==> config.mk <==
export PLATFORM = sky130hd
export DESIGN_NAME = if_stage
export DESIGN_NICKNAME = d
export VERILOG_FILES = /design/src/rtl/pipeline_pkg.sv /design/src/rtl/if_id_reg.sv /design/src/rtl/if_stage.sv
export SDC_FILE = /design/constraint.sdc
export NUM_CORES = 1
export LEC_CHECK = 0
export BUFFER_PORTS_ARGS = -buffer_cell sky130_fd_sc_hd__buf_2
export CAP_MARGIN = 20
export CORE_ASPECT_RATIO = 2
export CORE_MARGIN = 5
export CORE_UTILIZATION = 55
export CTS_BUF_LIST = sky130_fd_sc_hd__clkbuf_4 sky130_fd_sc_hd__clkbuf_8
export DETAILED_ROUTE_END_ITERATION = 6
export GPL_TIMING_DRIVEN = 0
export HOLD_SLACK_MARGIN = 0.15
export PLACE_DENSITY_LB_ADDON = 0.08
export SLEW_MARGIN = 5
export SYNTH_ARGS = -nofsm -noshare
export SYNTH_HDL_FRONTEND = slang
export SYNTH_SLANG_ARGS = --single-unit
==> constraint.sdc <==
create_clock -name clk -period 2.4 [get_ports clk]
set_input_delay 0.12 -clock clk [delete_from_list [all_inputs] [get_ports clk]]
set_output_delay 0.12 -clock clk [all_outputs]
set_load 0.01 [all_outputs]
==> src/rtl/pipeline_pkg.sv <==
// Shared pipeline definitions: fetch FSM encoding, NOP word and MIPS
// instruction field positions used by the stage registers and decode taps.
package pipeline_pkg;

  typedef enum logic [1:0] {
    ST_REQ     = 2'd0,
    ST_DISCARD = 2'd1,
    ST_HOLD    = 2'd2
  } if_state_e;

  localparam logic [31:0] NOP = 32'h0000_0000;

  localparam int RS_HI = 25;
  localparam int RS_LO = 21;
  localparam int RT_HI = 20;
  localparam int RT_LO = 16;

endpackage

==> src/rtl/if_id_reg.sv <==
// Pipeline stage register {pc, instr, valid} with load, hold and flush.
// Flush and reset both clear to an all-zero bubble; otherwise hold unless load.
module if_id_reg
  import pipeline_pkg::*;
(
  input  logic        clk,
  input  logic        rst,
  input  logic        flush,
  input  logic        load,
  input  logic [31:0] pc_in,
  input  logic [31:0] instr_in,
  input  logic        valid_in,
  output logic [31:0] pc_out,
  output logic [31:0] instr_out,
  output logic        valid_out
);

  logic [31:0] pc_q, pc_d;
  logic [31:0] instr_q, instr_d;
  logic        valid_q, valid_d;

  always_comb begin
    pc_d    = pc_q;
    instr_d = instr_q;
    valid_d = valid_q;
    if (flush) begin
      pc_d    = 32'h0;
      instr_d = NOP;
      valid_d = 1'b0;
    end else if (load) begin
      pc_d    = pc_in;
      instr_d = instr_in;
      valid_d = valid_in;
    end
  end

  always_ff @(posedge clk) begin
    if (rst) begin
      pc_q    <= 32'h0;
      instr_q <= NOP;
      valid_q <= 1'b0;
    end else begin
      pc_q    <= pc_d;
      instr_q <= instr_d;
      valid_q <= valid_d;
    end
  end

  assign pc_out    = pc_q;
  assign instr_out = instr_q;
  assign valid_out = valid_q;

endmodule

==> src/rtl/if_stage.sv <==
// Instruction fetch: PC, imem req/ack handshake (req/addr held until ack),
// one-entry skid buffer for acks that land under freeze, and the IF/ID register.
module if_stage
  import pipeline_pkg::*;
#(
  parameter logic [31:0] RESET_PC = 32'h0000_0000,
  parameter int          PC_STEP  = 4
) (
  input  logic        clk,
  input  logic        rst,
  input  logic        freeze,
  input  logic        br_taken,
  input  logic [31:0] br_addr,
  output logic        imem_req,
  output logic [31:0] imem_addr,
  input  logic        imem_ack,
  input  logic [31:0] imem_rdata,
  output logic [31:0] if_id_pc,
  output logic [31:0] if_id_instr,
  output logic        if_id_valid,
  output logic [4:0]  rs_addr,
  output logic [4:0]  rt_addr,
  output logic [1:0]  dbg_state
);

  if_state_e   state_q, state_d;
  logic [31:0] pc_q, pc_d;
  logic [31:0] stale_q, stale_d;
  logic [31:0] skid_pc_q, skid_pc_d;
  logic [31:0] skid_instr_q, skid_instr_d;
  logic        skid_valid_q, skid_valid_d;

  logic        reg_load, reg_flush;
  logic [31:0] ld_pc, ld_instr;
  logic        ld_valid;
  logic [31:0] pc_next;

  assign pc_next = pc_q + 32'(PC_STEP);

  always_comb begin
    state_d      = state_q;
    pc_d         = pc_q;
    stale_d      = stale_q;
    skid_pc_d    = skid_pc_q;
    skid_instr_d = skid_instr_q;
    skid_valid_d = skid_valid_q;
    reg_load     = 1'b0;
    reg_flush    = 1'b0;
    ld_pc        = 32'h0;
    ld_instr     = NOP;
    ld_valid     = 1'b0;

    unique case (state_q)
      ST_REQ: begin
        if (br_taken) begin
          pc_d      = br_addr;
          reg_flush = 1'b1;
          if (!imem_ack) begin
            // The in-flight fetch must still complete before redirecting.
            stale_d = pc_q;
            state_d = ST_DISCARD;
          end
        end else if (imem_ack) begin
          pc_d = pc_next;
          if (!freeze) begin
            reg_load = 1'b1;
            ld_pc    = pc_next;
            ld_instr = imem_rdata;
            ld_valid = 1'b1;
          end else begin
            skid_pc_d    = pc_next;
            skid_instr_d = imem_rdata;
            skid_valid_d = 1'b1;
            state_d      = ST_HOLD;
          end
        end else begin
          reg_load = !freeze;
        end
      end

      ST_DISCARD: begin
        if (br_taken) begin
          pc_d      = br_addr;
          reg_flush = 1'b1;
        end else begin
          reg_load = !freeze;
        end
        if (imem_ack) state_d = ST_REQ;
      end

      ST_HOLD: begin
        if (br_taken) begin
          pc_d         = br_addr;
          reg_flush    = 1'b1;
          skid_valid_d = 1'b0;
          state_d      = ST_REQ;
        end else if (!freeze) begin
          reg_load     = 1'b1;
          ld_pc        = skid_pc_q;
          ld_instr     = skid_instr_q;
          ld_valid     = skid_valid_q;
          skid_valid_d = 1'b0;
          state_d      = ST_REQ;
        end
      end

      default: state_d = ST_REQ;
    endcase
  end

  always_ff @(posedge clk) begin
    if (rst) begin
      state_q      <= ST_REQ;
      pc_q         <= RESET_PC;
      stale_q      <= 32'h0;
      skid_pc_q    <= 32'h0;
      skid_instr_q <= NOP;
      skid_valid_q <= 1'b0;
    end else begin
      state_q      <= state_d;
      pc_q         <= pc_d;
      stale_q      <= stale_d;
      skid_pc_q    <= skid_pc_d;
      skid_instr_q <= skid_instr_d;
      skid_valid_q <= skid_valid_d;
    end
  end

  // Handshake: imem_req/imem_addr stay stable until the cycle imem_ack is seen.
  assign imem_req  = !rst && (state_q != ST_HOLD);
  assign imem_addr = (state_q == ST_DISCARD) ? stale_q : pc_q;
  assign dbg_state = state_q;

  if_id_reg u_if_id_reg (
    .clk      (clk),
    .rst      (rst),
    .flush    (reg_flush),
    .load     (reg_load),
    .pc_in    (ld_pc),
    .instr_in (ld_instr),
    .valid_in (ld_valid),
    .pc_out   (if_id_pc),
    .instr_out(if_id_instr),
    .valid_out(if_id_valid)
  );

  assign rs_addr = if_id_instr[RS_HI:RS_LO];
  assign rt_addr = if_id_instr[RT_HI:RT_LO];

endmodule

=== Word level (Yosys, flattened, before mapping) ===
Cells that the tools add are included.

* Output and inout bits: 110
* Bits of input ports: 69
* Word-level logic and storage cells: 82
* Register bits after elaboration: 196

* Bitwise gates (word level): 2
* Eq/ne operators: 12
* Muxes and demuxes: 44
* $add $sub $neg: 1
* Reduce and logical (&&, ||, !) cells: 14

{| class="wikitable"
|+ Operator list
! cell !! count
|-
| 32-bit two-way mux || 14
|-
| 32-bit one-hot mux with 2 select lines || 3
|-
| 32-bit by 3-bit adder with 32-bit output (second input constant) || 1
|-
| 1-bit two-way mux || 16
|-
| 2-bit two-way mux || 7
|-
| 3-bit != test (second input constant) || 4
|-
| 2-bit != test (second input constant) || 5
|-
| 5-bit AND reduction || 2
|-
| 2-bit one-hot mux with 3 select lines || 1
|-
| 3-bit AND reduction || 2
|-
| 1-bit one-hot mux with 2 select lines || 2
|-
| 4-bit AND reduction || 1
|-
| 2-bit nonzero test || 2
|-
| 2-bit OR reduction || 2
|-
| 1-bit one-hot mux with 3 select lines || 1
|-
| 3-bit OR reduction || 1
|-
| 2-bit by 1-bit equality test with 1-bit output (second input constant) || 1
|-
| 2-bit equality test (second input constant) || 1
|-
| 1-bit zero test || 2
|-
| 2-bit zero test || 1
|-
| 2-bit by 1-bit != test with 1-bit output (second input constant) || 1
|-
| 1-bit inverter || 2
|-
| 1-bit logical AND || 1
|}

=== Depth between registers and ports, before layout ===
Gate-level depths: netlist of run 1.

* Word-level depth: 5
* Mapped depth: 10
* Mapped depth without buffers: 8

=== By module ===
A second synthesis of run 1 with hierarchy kept.

* Cell total of the unflattened synthesis: 1119
* Area total of the unflattened synthesis: 9431.5 um2

{| class="wikitable"
|+ Modules (own cells, without submodules)
! module !! area an instance (um2) !! sequential area each (um2) !! instances !! cells an instance
|-
| if_stage || 7093.1 || 2622.5 || 1 || 909
|-
| if_id_reg || 2338.5 || 1301.2 || 1 || 210
|}

=== Worst setup path after synthesis of run 1 ===
OpenSTA, ideal clock, no wires.

* Kind: reg-to-reg
* Start point: register state_q[0] (netlist: dbg_state[0])
* End point: register u_if_id_reg.instr_q[10] (netlist: u_if_id_reg.instr_out[10])
* Cell stages (with the launch flop): 8
* Buffers on the path: 2
* Arrival: 2100 ps
* Library setup time: 65 ps
* Slack: 235 ps
* Clock period less this slack: 2165 ps
* Required time: 2335 ps
* Cell sequence: dfxtp_1 inv_1 ha_1 o31ai_1 clkbuf_1 buf_1 a21oi_1 nor2_1

* Word-level cells in the longest chain between the ends: 4
* Elaborated cells on any way between the ends: 8
* Those cells by class: 2 x eq/ne; 3 x mux; 3 x reduce/logical

{| class="wikitable"
|+ RTL lines
! element !! line !! text
|-
| from (decl) || if_stage.sv:26 || <nowiki>if_state_e state_q, state_d;</nowiki>
|-
| from (signal assigned) || if_stage.sv:120 || <nowiki>state_q <= state_d;</nowiki>
|-
| 2-bit by 1-bit equality test with 1-bit output (tied with other cells) || if_stage.sv:53 || <nowiki>unique case (state_q)</nowiki>
|-
| 3-bit OR reduction (no source line) || - ||
|-
| 1-bit two-way mux || - ||
|-
| 2-bit OR reduction (no source line) || - ||
|-
| to (signal assigned) || if_id_reg.sv:44 || <nowiki>instr_q <= instr_d;</nowiki>
|-
| to (decl) || if_id_reg.sv:19 || <nowiki>logic [31:0] instr_q, instr_d;</nowiki>
|}

Parallel ways exist; a longest one is shown, timed or not.
A chain may end at the register's enable or synchronous reset.

=== Worst setup path after layout of run 1 ===
* Start point: register state_q[1] (netlist: dbg_state[1])
* End point: output imem_addr[7]

* Word-level cells in the longest chain between the ends: 2

{| class="wikitable"
|+ RTL lines
! element !! line !! text
|-
| 2-bit by 1-bit equality test with 1-bit output || if_stage.sv:131 || <nowiki>assign imem_addr = (state_q == ST_DISCARD) ? stale_q : pc_q;</nowiki>
|-
| 32-bit two-way mux || if_stage.sv:131 ||
|-
| to (decl) || if_stage.sv:15 || <nowiki>output logic [31:0] imem_addr,</nowiki>
|}

Every way passes these cells.

==> results.md, run 1 <==
- Worst slew margin relative to its limit: 0.5253
- Clock tree from TritonCTS: built
- Post-Syn Area per Cell: 7.848 µm²
- Fmax: 0.4260 GHz
- Placed wire-length estimate after detailed placement: 22680 µm
- Cell type with the highest occurrence count on the critical path: sky130_fd_sc_hd__clkbuf_4
- Slew Limit Fails: 0
- Fraction of power consumed by the clock network: 0.301
- Slowest Stage Delay on Critical Path: 0.38 ns
- Biggest fanout along the worst timing path: 10
- Routed WL per cell: 18.81 µm
- Endpoint of the worst register-to-register path: pc_q[28]
- Setup slack of the most critical reg-to-reg path: 0.07 ns
- Top flip-flop cell by instance count after synthesis: sky130_fd_sc_hd__dfxtp_1
- Total internal power: 5.060 mW
- Final period utilization: 0.9780
- Cell type of the slowest stage on the worst timing path: sky130_fd_sc_hd__dfxtp_1
- Yosys synthesis warning count: 0
- Outcome: finished, final reports clean
- Routed WL: 30630 µm
- CTS clock-pin slew for the worst setup and hold paths: 0.10 ns
- Setup crit end kind: primary output
- Cell taking the most area after synthesis: sky130_fd_sc_hd__dfxtp_1
- Proportion of layout cells with a drive suffix above 1: 0.2388
- Cell at the root of the clock tree: sky130_fd_sc_hd__clkbuf_8
- Count of vias placed by the detailed router: 9415
- Routed length on met2: 16440 µm
- Origin of the critical flop-to-flop path: pc_q[17]
- Filler cell count in the final layout: 1398
- Routed metal-1 wire length: 10750 µm
- Power share of the sequential group: 0.466
- Cell variety after synth: 54
- PwrDens: 669.4 nW/µm²
- Horizontal die dimension: 100.7 µm
- Number of antenna violations at the first check in global routing: 0
- Cells on worst reg2reg path: 7
- Static leakage power: 4.593 nW
- Final cell utilization of the core: 0.7047
- Number of max-capacitance violations reported: 0
- Minimum clock period after layout: 2.347 ns
- Area of the core region: 16270 µm²
- Area overhead of the layout relative to synthesis: 26.60%
- GR Overflow Total: 0
- Net count after synthesis: 1228
- Count of state elements after synthesis: 196
- Endpoint of the most critical setup path: imem_addr[7]
- Synthesized instance count: 1154
- Post-synth EDFFs: 0
- Cell with the most instances after synthesis: sky130_fd_sc_hd__dfxtp_1
- First-pass GRT wire length: 47620 µm
- WL met3: 1830 µm
- Worst min-delay path category: in -> reg
- Maximum number of pins on one net before global-route repair: 20
- Total Routing Usage GR: 0.3158
- List of most frequent post-synthesis cells: 196 x sky130_fd_sc_hd__dfxtp_1, 181 x sky130_fd_sc_hd__nand2_1, 171 x sky130_fd_sc_hd__nor2_1
- First-iteration detailed-routing DRC count: 589
- Sw Share: 0.3407
- Final ANT Viol Nets: 0
- Highest metal layer with signal wires: met4
- TritonCTS Sinks: 196
- Bufs on Longest Clock Path: 2
- Mapped Area: 9056 µm²
- Number of hold-slack violations in the final timing report: 0
- H-tree levels: 4
- Maximum VDD drop: 0.0003743 V
- Fin Clk Skew: 0.01765 ns
- Class of the most critical setup path: reg -> out
- Clock latency on the worst-skew pair: 0.49 ns
- Total CTS buffers: 17
- Boundary pin count: 179
- Post-layout instance area: 11460 µm²
- Top cell type's share of synthesized area: 0.4333
- Slew of the pin with the lowest slew margin: 0.7120 ns
- Share of synthesized area occupied by flip-flops and latches: 0.4333
- Data arrival time of the critical path: 2.23 ns
- Power, Total: 7.675 mW
- Average vias per placed instance: 5.783
- Gpl congestion: 0.9590
- Final count of negative-setup-slack endpoints: 0
- Cell types with the largest area share after synthesis: sky130_fd_sc_hd__dfxtp_1 43%, sky130_fd_sc_hd__a21oi_1 8.1%, sky130_fd_sc_hd__nand2_1 7.5%
- Startpoint of the worst setup timing path: dbg_state[1]
- Final routed DRC violation total: 0
- Critical path cell sequence: inv_1 -> ha_2 -> clkbuf_4 -> clkbuf_4 -> mux2_2 -> buf_2
- Share of flip-flops with an asynchronous set or reset after synthesis: 0
- Net load switching power: 2.615 mW
- Total cell area at the placement stage: 10190 µm²
- Starting density of the core: 0.5567
- Layout Nets: 1485
- Number of optimization iterations in the first detailed-route pass: 6
- Die Ht: 191.5 µm
- Number of inserted diodes: 0
- Required time of the worst setup path: 2.28 ns
- Die area: 19290 µm²
- Number of I/O port buffers: 176
- Critical path startpoint category: register
- Cell row count: 66
- Via count of the first global-routing pass: 9318
- Gate power share: 0.233
## worst min-delay path by stage
| stage | depth (start not counted) | slack [ns] | to | from |
|---|---|---|---|---|
| after floorplan | 2 | 0.26 | skid_instr_q[0] | imem_rdata[0] |
| after global placement | 3 | 0.35 | pc_q[1] | br_addr[1] |
| after detailed placement | 3 | 0.37 | pc_q[1] | br_addr[1] |
| after CTS | 4 | 0.16 | skid_valid_q | freeze |
| after global routing | 4 | 0.19 | skid_valid_q | freeze |
| final | 4 | 0.17 | skid_valid_q | freeze |
## cell usage in the layout (no fill, tap or decap), drive strengths merged, types with 3 or more instances in the layout
cell type	instances
or2	3
clkinv	4
a211oi	22
and2	5
a32oi	5
nand2	181
mux2	28
nor3b	3
dfxtp	196
o21a	4
mux2i	4
nor2	171
nand2b	3
a222oi	10
inv	15
nand4	7
o31ai	6
o32ai	5
a22o	6
ha	5
dlygate4sd3	66
a22oi	63
o21ai	31
a31oi	3
clkbuf	99
a21oi	147
nor2b	4
nor3	36
buf	207
nand3	20
xor2	18
and4	7
xnor2	10
and3	5
nor4	6
## per-stage QoR
stage / std cells / TNS (ns) / setup WS [ns] / hold WS (ns)
after floorplan: 1154 / 0 / 0.2352 / 0.2560
after global placement: 1534 / -22.75 / -0.5012 / 0.3547
after detailed placement: 1534 / -26.37 / -0.5166 / 0.3665
after CTS: 1629 / -0.08675 / -0.02819 / 0.1553
after global routing: 1628 / -0.04571 / -0.01659 / 0.1933
final: 1628 / 0 / 0.05274 / 0.1748
## sequential cells by signal (all words and copies together) (netlist names)
register and count:
u_if_id_reg.instr_out 32, skid_valid_q 1, u_if_id_reg.valid_out 1, skid_pc_q 32, u_if_id_reg.pc_out 32, stale_q 32
skid_instr_q 32, pc_q 32, dbg_state 2
## worst max-delay path, delay by kind of cell, from the launching register on
family / cells / cell delay [ns]
adder cells (fa/ha/maj): 1 / 0.23
buffers and inverters: 4 / 0.77
flip-flops: 1 / 0.38
multiplexers: 1 / 0.36
## power groups by stage
stage / Clock [mW] / Sequential (mW) / Combinational [mW]
6_report: 2.31 / 3.57 / 1.79
5_1_grt: 2.45 / 3.59 / 1.94
4_1_cts: 2.32 / 3.56 / 1.74
3_5_place_dp: 0 / 3.63 / 1.61
3_3_place_gp: 0 / 3.63 / 1.60
2_1_floorplan: 0 / 3.59 / 1.05
## logic make-up (layout without fill, tap and decap cells)
family	Yosys count	in the layout	share of synthesized area
AOI/OAI and AO/OA	313	313	0.2158
muxes	32	32	0.03924
and+or+nand+nor	455	455	0.2197
buffers and inverters	125	395	0.05803
xor gates and xnor gates	28	28	0.02708
adders and majority gates	5	5	0.006908
DFF	196	196	0.4333
## per-layer routing
| layer | global-route usage | vias to the layer above |
|---|---|---|
| met5 | 0 | - |
| met4 | 0.1759 | 0 |
| met3 | 0.05004 | 106 |
| met2 | 0.5871 | 390 |
| met1 | 0.3258 | 4395 |
| li1 | - | 4524 |
## repair_timing
item	in CTS	in global routing
setup endpoints to repair	184	193
buffers inserted	0	1
resized for setup	44	61
pin swaps	0	4
hold buffers	66	0
hold endpoints to repair	97	0
## layout make-up
cell class                      count  area [µm²]  share of cell area
Timing Repair Buffer              243        1549              0.1351
Multi-Input combinational cell    833        4718              0.4115
Clock inverter                     15       191.4             0.01670
Sequential cell                   196        3928              0.3426
Inverter                            8       30.03            0.002619
Buffer                            112       559.3             0.04878
Tap cell                          204       255.2             0.02226
Clock buffer                       17       234.0             0.02041
(Power assumes the default switching activity.)
==> run 2, diff against run 1 <==
- GPL_TIMING_DRIVEN: 0 -> default
- clock period: 2.4 -> 3 ns (I/O delays scaled with it)
==> results.md, run 2 (synthesis gave the netlist of run 1 again) <==
- Most common library cell in the layout ignoring fill and taps: sky130_fd_sc_hd__dfxtp_1
- CTS clock-pin slew for the worst setup and hold paths: 0.10 ns
- GR Overflow Total: 0
- Area used by multi-input combinational logic: 4656 µm²
- Average vias per placed instance: 5.723
- Final period utilization: 0.9582
- Required time of the worst setup path: 3.34 ns
- Cell row count: 66
- Data arrival time of the critical path: 3.22 ns
- Final ANT Viol Nets: 0
- Global routing usage on met2: 0.4855
- H-tree levels: 4
- Fin Clk Skew: 0.01500 ns
- Beginning of the worst hold path: freeze
- M1 GR Usage: 0.3247
- Final count of negative-setup-slack endpoints: 0
- Area overhead of the layout relative to synthesis: 23.60%
- PwrDens: 549.8 nW/µm²
- Startpoint of the worst setup timing path: pc_q[9]
- Number of optimization iterations in the first detailed-route pass: 6
- Number of antenna violations at the first check in global routing: 1
- Setup crit end kind: register
- Maximum VDD drop: 0.0003237 V
- Global-route layer with the greatest usage: met2
- Die Ht: 191.5 µm
- Maximum number of pins on one net before global-route repair: 83
- Total CTS buffers: 17
- Final routed DRC violation total: 0
- Slew Limit Fails: 0
- Layout Nets: 1407
- Horizontal die dimension: 100.7 µm
- Die area: 19290 µm²
- Routed WL: 26410 µm
- Class of the most critical setup path: reg -> reg
- Clock latency on the worst-skew pair: 0.46 ns
- Starting density of the core: 0.5567
- Filler cell count in the final layout: 1381
- First-iteration detailed-routing DRC count: 487
- Boundary pin count: 179
- Post-Place Worst Slack: 0.5917 ns
- Number of max-capacitance violations reported: 0
- Count of vias placed by the detailed router: 8876
- Routed WL per cell: 17.02 µm
- Number of I/O port buffers: 178
- Slew of the pin with the lowest slew margin: 0.7715 ns
- Area of the core region: 16270 µm²
- Fmax: 0.3479 GHz
- Critical path startpoint category: register
- Commonest cells after routing, fill and taps aside: 195 x sky130_fd_sc_hd__dfxtp_1, 181 x sky130_fd_sc_hd__nand2_1, 177 x sky130_fd_sc_hd__buf_2
- Area taken by flip-flops and latches: 3925 µm²
- Bufs on Longest Clock Path: 2
- Global Route met3 Usage: 0.03798
- Static leakage power: 4.378 nW
- Setup total negative slack: 0 ns
- Number of hold-slack violations in the final timing report: 0
- Clock tree from TritonCTS: built
- Via count of the first global-routing pass: 8378
- Unrepaired setup endpoints after global routing: false
- Placed wire-length estimate after detailed placement: 17510 µm
- Worst min-delay path category: in -> reg
- Worst-case setup margin in the final layout: 0.1254 ns
- Gpl congestion: 0.8473
- Proportion of layout cells with a drive suffix above 1: 0.2155
- Cell at the root of the clock tree: sky130_fd_sc_hd__clkbuf_8
- Total Routing Usage GR: 0.2727
- Minimum clock period after layout: 2.875 ns
- Worst slew margin relative to its limit: 0.4857
- First-pass GRT wire length: 42530 µm
- Outcome: finished, final reports clean
- TritonCTS Sinks: 196
- Origin of the critical flop-to-flop path: pc_q[9]
- Biggest fanout along the worst timing path: 12
==> run 2: cell types whose count changed in the layout (fill, tap and decap cells not counted), moves of 3 or more <==
| cell | change |
|---|---|
| sky130_fd_sc_hd__clkbuf_2 | -41 |
| sky130_fd_sc_hd__clkbuf_1 | -36 |
| sky130_fd_sc_hd__buf_4 | +14 |
| sky130_fd_sc_hd__clkbuf_4 | -3 |
| sky130_fd_sc_hd__buf_12 | +4 |
| sky130_fd_sc_hd__bufinv_16 | +3 |
| sky130_fd_sc_hd__buf_1 | -4 |
| sky130_fd_sc_hd__dlygate4sd3_1 | +3 |
| sky130_fd_sc_hd__buf_2 | -13 |
==> run 2: worst max-delay path: stages (launching register included) <==
cell	delay, ns
sky130_fd_sc_hd__dfxtp_1	0.50
sky130_fd_sc_hd__and2_0	0.35
sky130_fd_sc_hd__nand4_1	0.19
sky130_fd_sc_hd__buf_4	0.25
sky130_fd_sc_hd__or4_4	0.51
sky130_fd_sc_hd__a21o_1	0.17
sky130_fd_sc_hd__a22oi_1	0.17
sky130_fd_sc_hd__nor2_1	0.05
sky130_fd_sc_hd__dlygate4sd3_1	0.56
==> run 2: final cells by class <==
class / count / share of cell area
antenna: 1 / 0.0002236
clock buffer: 18 / 0.02157
clock inverter: 14 / 0.02001
inverter: 8 / 0.002683
multi-input combinational: 833 / 0.4159
sequential: 196 / 0.3507
tap: 204 / 0.02280
timing repair buffer: 277 / 0.1661
==> run 2: path summary, 6_finish.rpt <==
check,endpoint,cells past startpoint,slack (ns)
hold reg to reg,stale_q[0],2,0.46
setup reg to reg,pc_q[29],8,0.13
hold / removal,skid_valid_q,4,0.26
setup / recovery,pc_q[29],8,0.13
==> run 2: through the flow <==
step           cells  hold slack [ns]  total power, mW  cell area [µm²]  utilization
3_3_place_gp    1449           0.3855            4.121            10030       0.6164
6_report        1551           0.2565            6.154            11190       0.6880
2_1_floorplan   1154           0.2860            3.719             9056            -
5_1_grt         1550           0.2916            6.439            11190       0.6879
4_1_cts         1550           0.2335            6.181            11180       0.6874
3_5_place_dp    1449           0.4019            4.140            10030       0.6164
==> run 2: repair_timing <==
| item | in CTS | in global routing |
|---|---|---|
| gates resized for setup | 0 | 4 |
| hold endpoints to repair | 101 | 0 |
| setup endpoints to repair | 0 | 3 |
| hold buffers | 69 | 0 |
| setup buffers | 0 | 0 |
==> run 2: where the power goes <==
group	internal, mW	total [mW]	switching, mW
Combinational	0.516	1.27	0.758
Clock	1.02	1.98	0.967
Sequential	2.73	2.90	0.161
==> run 2: layer usage <==
layer,up-vias,wire length [µm]
met5,-,0
met4,0,674
met3,41,1332
met2,273,13920
met1,4191,10480
li1,4371,-
